===== src/rtl/mem_io_pkg.sv =====
// Shared constants for the memory / MMIO unit.
// I/O registers sit in the top four words of the address space.
package mem_io_pkg;

    localparam int TXD_OFS  = 4;
    localparam int STAT_OFS = 3;
    localparam int RXD_OFS  = 2;
    localparam int CTRL_OFS = 1;

    localparam int STAT_TX_FULL = 0;
    localparam int STAT_RX_FULL = 1;
    localparam int STAT_OVF     = 2;
    localparam int STAT_CNT_LSB = 3;
    localparam int STAT_CNT_MSB = 5;

    function automatic logic is_io(input logic [31:0] a, input int unsigned aw);
        return a >= ((32'd1 << aw) - 32'd4);
    endfunction

endpackage


===== src/rtl/io_fifo.sv =====
// Small circular FIFO with drop-on-full signalling.
// A push into a full FIFO is accepted only if a pop frees a slot the same cycle.
module io_fifo #(
    parameter int DATA_W = 16,
    parameter int DEPTH  = 4,
    localparam int PTR_W = $clog2(DEPTH),
    localparam int CNT_W = PTR_W + 1
) (
    input  logic              clk,
    input  logic              reset,
    input  logic              push,
    input  logic [DATA_W-1:0] push_data,
    input  logic              pop,
    output logic [DATA_W-1:0] head,
    output logic [CNT_W-1:0]  count,
    output logic              full,
    output logic              empty,
    output logic              drop
);

    logic [DATA_W-1:0] buf_q [DEPTH];
    logic [DATA_W-1:0] buf_d [DEPTH];
    logic [PTR_W-1:0]  wr_ptr_q, wr_ptr_d;
    logic [PTR_W-1:0]  rd_ptr_q, rd_ptr_d;
    logic [CNT_W-1:0]  count_q, count_d;
    logic              do_push, do_pop;

    assign full  = (count_q == CNT_W'(DEPTH));
    assign empty = (count_q == '0);
    assign count = count_q;
    assign head  = buf_q[rd_ptr_q];

    always_comb begin
        do_pop   = pop & ~empty;
        do_push  = push & (~full | do_pop);
        drop     = push & full & ~do_pop;
        buf_d    = buf_q;
        if (do_push) begin
            buf_d[wr_ptr_q] = push_data;
        end
        wr_ptr_d = wr_ptr_q + PTR_W'(do_push);
        rd_ptr_d = rd_ptr_q + PTR_W'(do_pop);
        count_d  = count_q + CNT_W'(do_push) - CNT_W'(do_pop);
    end

    always_ff @(posedge clk) begin
        buf_q <= buf_d;
        if (reset) begin
            wr_ptr_q <= '0;
            rd_ptr_q <= '0;
            count_q  <= '0;
        end else begin
            wr_ptr_q <= wr_ptr_d;
            rd_ptr_q <= rd_ptr_d;
            count_q  <= count_d;
        end
    end

endmodule


===== src/rtl/mem_io_unit.sv =====
// Unified word RAM with registered read, plus TX FIFO / RX holding MMIO.
// dout is captured every cycle from the previous cycle's addr, read-first.
module mem_io_unit
    import mem_io_pkg::*;
#(
    parameter int DATA_W   = 16,
    parameter int ADDR_W   = 8,
    parameter int TX_DEPTH = 4,
    parameter     INIT_FILE = ""
) (
    input  logic              clk,
    input  logic              reset,
    input  logic [ADDR_W-1:0] addr,
    input  logic [DATA_W-1:0] din,
    input  logic              we_mem,
    output logic [DATA_W-1:0] dout,
    output logic [DATA_W-1:0] tx_data,
    output logic              tx_valid,
    input  logic              tx_ready,
    input  logic [DATA_W-1:0] rx_data,
    input  logic              rx_valid,
    output logic              rx_ready
);

    localparam int WORDS = 2 ** ADDR_W;
    localparam int CNT_W = $clog2(TX_DEPTH) + 1;
    localparam logic [ADDR_W-1:0] A_TXD  = ADDR_W'(WORDS - TXD_OFS);
    localparam logic [ADDR_W-1:0] A_STAT = ADDR_W'(WORDS - STAT_OFS);
    localparam logic [ADDR_W-1:0] A_RXD  = ADDR_W'(WORDS - RXD_OFS);
    localparam logic [ADDR_W-1:0] A_CTRL = ADDR_W'(WORDS - CTRL_OFS);

    logic [DATA_W-1:0] mem_q [WORDS];

    logic [DATA_W-1:0] dout_q, dout_d;
    logic [DATA_W-1:0] rx_hold_q, rx_hold_d;
    logic              rx_full_q, rx_full_d;
    logic              ovf_q, ovf_d;

    logic              io_sel, ram_we;
    logic              wr_txd, wr_rxd, wr_ctrl;
    logic [DATA_W-1:0] rd_val, stat;
    logic [2:0]        cnt_sat;

    logic [DATA_W-1:0] tx_head;
    logic [CNT_W-1:0]  tx_cnt;
    logic              tx_full, tx_empty, tx_drop, tx_pop;

    assign tx_pop   = tx_valid & tx_ready;
    assign tx_valid = ~tx_empty;
    assign tx_data  = tx_empty ? '0 : tx_head;
    assign rx_ready = ~rx_full_q;
    assign dout     = dout_q;

    io_fifo #(
        .DATA_W (DATA_W),
        .DEPTH  (TX_DEPTH)
    ) u_tx_fifo (
        .clk       (clk),
        .reset     (reset),
        .push      (wr_txd),
        .push_data (din),
        .pop       (tx_pop),
        .head      (tx_head),
        .count     (tx_cnt),
        .full      (tx_full),
        .empty     (tx_empty),
        .drop      (tx_drop)
    );

    always_comb begin
        io_sel  = is_io(32'(addr), ADDR_W);
        ram_we  = we_mem & ~io_sel & ~reset;
        wr_txd  = we_mem & (addr == A_TXD);
        wr_rxd  = we_mem & (addr == A_RXD);
        wr_ctrl = we_mem & (addr == A_CTRL);

        cnt_sat = (32'(tx_cnt) > 32'd7) ? 3'd7 : 3'(tx_cnt);
        stat = '0;
        stat[STAT_TX_FULL] = tx_full;
        stat[STAT_RX_FULL] = rx_full_q;
        stat[STAT_OVF]     = ovf_q;
        stat[STAT_CNT_MSB:STAT_CNT_LSB] = cnt_sat;

        if (addr == A_STAT) begin
            rd_val = stat;
        end else if (addr == A_RXD) begin
            rd_val = rx_hold_q;
        end else if (io_sel) begin
            rd_val = '0;
        end else begin
            rd_val = mem_q[addr];
        end
        dout_d = rd_val;

        rx_hold_d = rx_hold_q;
        rx_full_d = rx_full_q;
        if (rx_valid && !rx_full_q) begin
            rx_hold_d = rx_data;
            rx_full_d = 1'b1;
        end
        if (wr_rxd) begin
            rx_full_d = 1'b0;
        end

        // Set beats clear when both land in one cycle.
        ovf_d = ovf_q;
        if (wr_ctrl) begin
            ovf_d = 1'b0;
        end
        if (tx_drop) begin
            ovf_d = 1'b1;
        end
    end

    always_ff @(posedge clk) begin
        if (ram_we) begin
            mem_q[addr] <= din;
        end
    end

    always_ff @(posedge clk) begin
        if (reset) begin
            dout_q    <= '0;
            rx_hold_q <= '0;
            rx_full_q <= 1'b0;
            ovf_q     <= 1'b0;
        end else begin
            dout_q    <= dout_d;
            rx_hold_q <= rx_hold_d;
            rx_full_q <= rx_full_d;
            ovf_q     <= ovf_d;
        end
    end

endmodule


===== config.mk =====
export PLATFORM = sky130hd
export DESIGN_NAME = mem_io_unit
export DESIGN_NICKNAME = d
export VERILOG_FILES = /design/src/rtl/mem_io_pkg.sv /design/src/rtl/io_fifo.sv /design/src/rtl/mem_io_unit.sv
export SDC_FILE = /design/constraint.sdc
export NUM_CORES = 2
export LEC_CHECK = 0
export BUFFER_PORTS_ARGS = -buffer_cell sky130_fd_sc_hd__buf_2
export CORE_ASPECT_RATIO = 1.75
export CORE_UTILIZATION = 45
export DETAILED_ROUTE_END_ITERATION = 7
export GPL_ROUTABILITY_DRIVEN = 0
export PLACE_DENSITY_LB_ADDON = 0.2
export SLEW_MARGIN = 20
export SYNTH_ARGS = -nofsm -noshare
export SYNTH_HDL_FRONTEND = slang
export SYNTH_SLANG_ARGS = --single-unit

===== constraint.sdc =====
create_clock -name clk -period 5.3 [get_ports clk]
set_input_delay 1.06 -clock clk [delete_from_list [all_inputs] [get_ports clk]]
set_output_delay 1.06 -clock clk [all_outputs]
set_load 0.005 [all_outputs]

==> summary.txt <==
Clock network
  – CTS tree: yes
  – Clock tree sinks: approximately 4,200
  – Post-CTS Hold Buffers: 0
  – Clk_lat worst skew: a little under 1 ns
  – CTS Buf Count: 364
  – Clock Path Buffers: 4
  – Post-cts resize count: 0
  – Setup Fix Bufs, Post-CTS: 0
  – Clock Root Buffer: clkbuf_16
  – # H-tree levels: 5
  – Clock transition at the registers of the reported paths: ~0.070 ns

Floorplanning
  – Die Y: 793.9 um
  – Die area: approximately 360,000 sq um
  – Starting Density: 0.4525
  – Die width: between 400 and 500 um
  – # IOs: between 70 and 80
  – Core box area: 356,300 sq um
  – Row cnt: between 200 and 300

Worst setup path
  – Worst Path Required: 6.09 ns
  – Worst reg2reg startpoint: mem_q[207][2]
  – Arr. time, crit path: between 5 and 6 ns
  – Critical path class: in -> reg
  – Worst setup SP type: primary input
  – Crit path max fanout: 64
  – R2r endpoint: dout[2]
  – Endpoint type of the worst setup path: register
  – R2R depth: 6
  – Worst R2R Setup Slack: roughly 1.8 ns

Pwr
  – Pwr Total: between 0.06 and 0.07 W
  – Pwr per Cell Area: ~370 nW/um^2
  – Peak supply drop: about 0.25 mV
  – Lkg Pwr: between 50 and 60 nW

STA
  – Unrepaired setup endpoints after global routing: false
  – Hold Fails Final Rpt: 0
  – Worst-margin pin slew: 1.241 ns
  – Clk_skew: roughly 0.088 ns
  – Max Fclk: 0.2320 GHz
  – Max transition margin: 0.1726
  – Min Tclk post-route: 4.311 ns
  – Final setup margin: between 0.9 and 1 ns
  – Final Setup Violations: 0
  – Period utilization: 0.8134
  – Slew Limit Fails: 0
  – Hold Slack: 0.3192 ns

Place
  – Port bufs: 78
  – Dpl ws: about 0.45 ns
  – Post-DP HPWL: slightly above 300 mm

Route
  – Pre-Repair DR Iteration Count: 8
  – ANT nets after route: 0
  – Vias per cell: approximately 6.2
  – Iter 0 DRT Violations: 10,021
  – WL/cell: just under 40 um
  – # DRC: between 100 and 150
  – Via count: ~80,000
  – Drt total wl: just under 500 mm

Cells and area
  – Most common cell after layout, fill and taps aside: edfxtp_1
  – Commonest cells after routing, fill and taps aside: edfxtp_1 (4,156), mux4_2 (1,177), buf_4 (528), clkbuf_16 (369), nor2_2 (228)
  – Fin nets: 7,655
  – Layout cell share with drive strength beyond 1: 0.3359
  – Layout fillers: 27,524
  – Area Overhead vs Synth: 13.77%

Synthesis
  – Mapped Cells: between 6,000 and 7,000
  – Post-synth EDFFs: slightly above 4,000
  – Synth cell types: 73
  – Sequential share of the synthesized area: 0.7791
  – Fraction of registers with async set/reset: 0
  – Mapped Area: 161,200 sq um
  – Ys flop type: edfxtp_1
  – Synth Warn #: 0
  – Syn Area/Cell: about 23 sq um
  – Seq cells post-synth: between 4,000 and 5,000

Run status
  – Status: finished, violations left
  – Failing checks: DRC

Hold path
  – Worst hold path depth: 3
  – HP Class: in -> reg
  – Hold endpoint: rx_hold_q[5]
  – Worst Min Path Start: rx_data[5]

Global route
  – First-pass GRT wire length: ~660 mm
  – Vias in the first global route: 80,020
  – Initial antenna violation count: 39
  – Gr ovfl total: 0
  – Largest net degree at the start of global routing: approximately 140
  – All-layer global routing usage: 0.2691

Run
  – Number of max-cap violations: 0
worst max-delay path by stage:
stage | slack (ns) | to | depth (start not counted) | from
6_report | 0.99 | dout[2] | 9 | addr[1]
5_1_grt | 1.01 | tx_data[1] | 4 | u_tx_fifo.rd_ptr_q[0]
4_1_cts | 1.08 | tx_data[15] | 4 | u_tx_fifo.rd_ptr_q[0]
3_5_place_dp | 0.45 | dout[15] | 9 | addr[0]
3_3_place_gp | -0.35 | dout[0] | 10 | addr[1]
2_1_floorplan | 0.97 | u_tx_fifo.buf_q[32] | 11 | addr[0]
state kept, by name, indices dropped and copies added, names as in the netlist:
name                cells
rx_full_q               1
dout                   16
ovf_q                   1
u_tx_fifo.wr_ptr_q      2
u_tx_fifo.rd_ptr_q      2
mem_q                4092
u_tx_fifo.count         3
u_tx_fifo.buf_q        64
rx_hold_q              16
cell type report:
type / count / area, sq um / area share
Clock inverter: 213 / 2128 / 0.01160
Timing Repair Buffer: 670 / 5834 / 0.03180
Antenna cell: 23 / 57.56 / 0.0003137
Inverter: 12 / 61.31 / 0.0003342
Sequential cell: 4197 / 125600 / 0.6848
Multi-Input combinational cell: 2360 / 34400 / 0.1875
Clock buffer: 441 / 9504 / 0.05181
Tap cell: 4672 / 5846 / 0.03186
critical path: stages:
cell      delay, ns
buf_8          0.38
buf_12         0.41
buf_4          0.32
mux4_2         0.34
mux4_2         0.61
mux2i_1        0.59
o22ai_1        0.14
o21ai_0        0.96
a211oi_1       0.19
routing by layer:
layer,up-vias,wire length [um],GRT usage
met5,-,160,0.001482
met4,20,34800,0.1645
met3,1051,38510,0.06051
met2,3615,243300,0.4456
met1,43041,168200,0.3189
li1,30779,-,-
where the power goes:
part | switching (W) | internal [W] | total, W
logic | 0.00272 | 0.00148 | 0.00420
clock network | 0.0122 | 0.0144 | 0.0266
registers | 0.000109 | 0.0366 | 0.0367
total | 0.0150 | 0.0525 | 0.0675
logic make-up after synthesis:
kind of cell,Yosys count,synth area share
flops,4197,0.7791
mux,1377,0.1769
simple gates,624,0.01701
buf+inv,384,0.01380
compound gates,290,0.01251
fa+ha+maj,5,0.0004346
xor+xnor,4,0.0002172
other cells,1,0.00002326
synth_stat cells, types with 5 or more instances:
library cell | n | share of area
o2bb2ai_1 | 5 | 0.00027
mux2_2 | 16 | 0.0011
a22oi_1 | 44 | 0.0020
nor4_1 | 8 | 0.00031
nand4_1 | 10 | 0.00039
a22o_1 | 6 | 0.00033
o22ai_1 | 37 | 0.0014
nor3_1 | 25 | 0.00078
nand2_1 | 144 | 0.0034
mux4_2 | 1177 | 0.16
o32ai_1 | 12 | 0.00065
o2111ai_1 | 5 | 0.00027
nor2b_1 | 45 | 0.0017
mux2i_1 | 184 | 0.011
a21oi_1 | 60 | 0.0019
and2_1 | 7 | 0.00027
nor2_1 | 302 | 0.0070
inv_1 | 9 | 0.00021
a2111oi_0 | 17 | 0.00092
dfxtp_1 | 41 | 0.0051
buf_2 | 121 | 0.0038
nor4bb_1 | 5 | 0.00031
o221ai_1 | 8 | 0.00043
clkbuf_1 | 108 | 0.0025
nand2b_1 | 6 | 0.00023
o21ai_0 | 24 | 0.00074
a221oi_1 | 10 | 0.00054
or2_2 | 6 | 0.00023
buf_4 | 57 | 0.0027
nand3_1 | 47 | 0.0015
a32oi_1 | 5 | 0.00027
buf_1 | 35 | 0.00081
a31oi_1 | 12 | 0.00047
buf_6 | 46 | 0.0032
a211oi_1 | 21 | 0.00098
edfxtp_1 | 4156 | 0.77
and3_1 | 6 | 0.00023
metrics by stage:
| step | instance area (sq um) | TNS [ns] | utilization | std cells |
|---|---|---|---|---|
| detailed placement | 171700 | 0 | 0.4820 | 11909 |
| global placement | 171700 | -0.3546 | 0.4819 | 11908 |
| finish | 183500 | 0 | 0.5149 | 12588 |
| global route | 183400 | 0 | 0.5148 | 12574 |
| floorplan | 161500 | 0 | - | 6941 |
| CTS | 183400 | 0 | 0.5146 | 12563 |
Note: power is estimated with default switching activity, not from simulation.
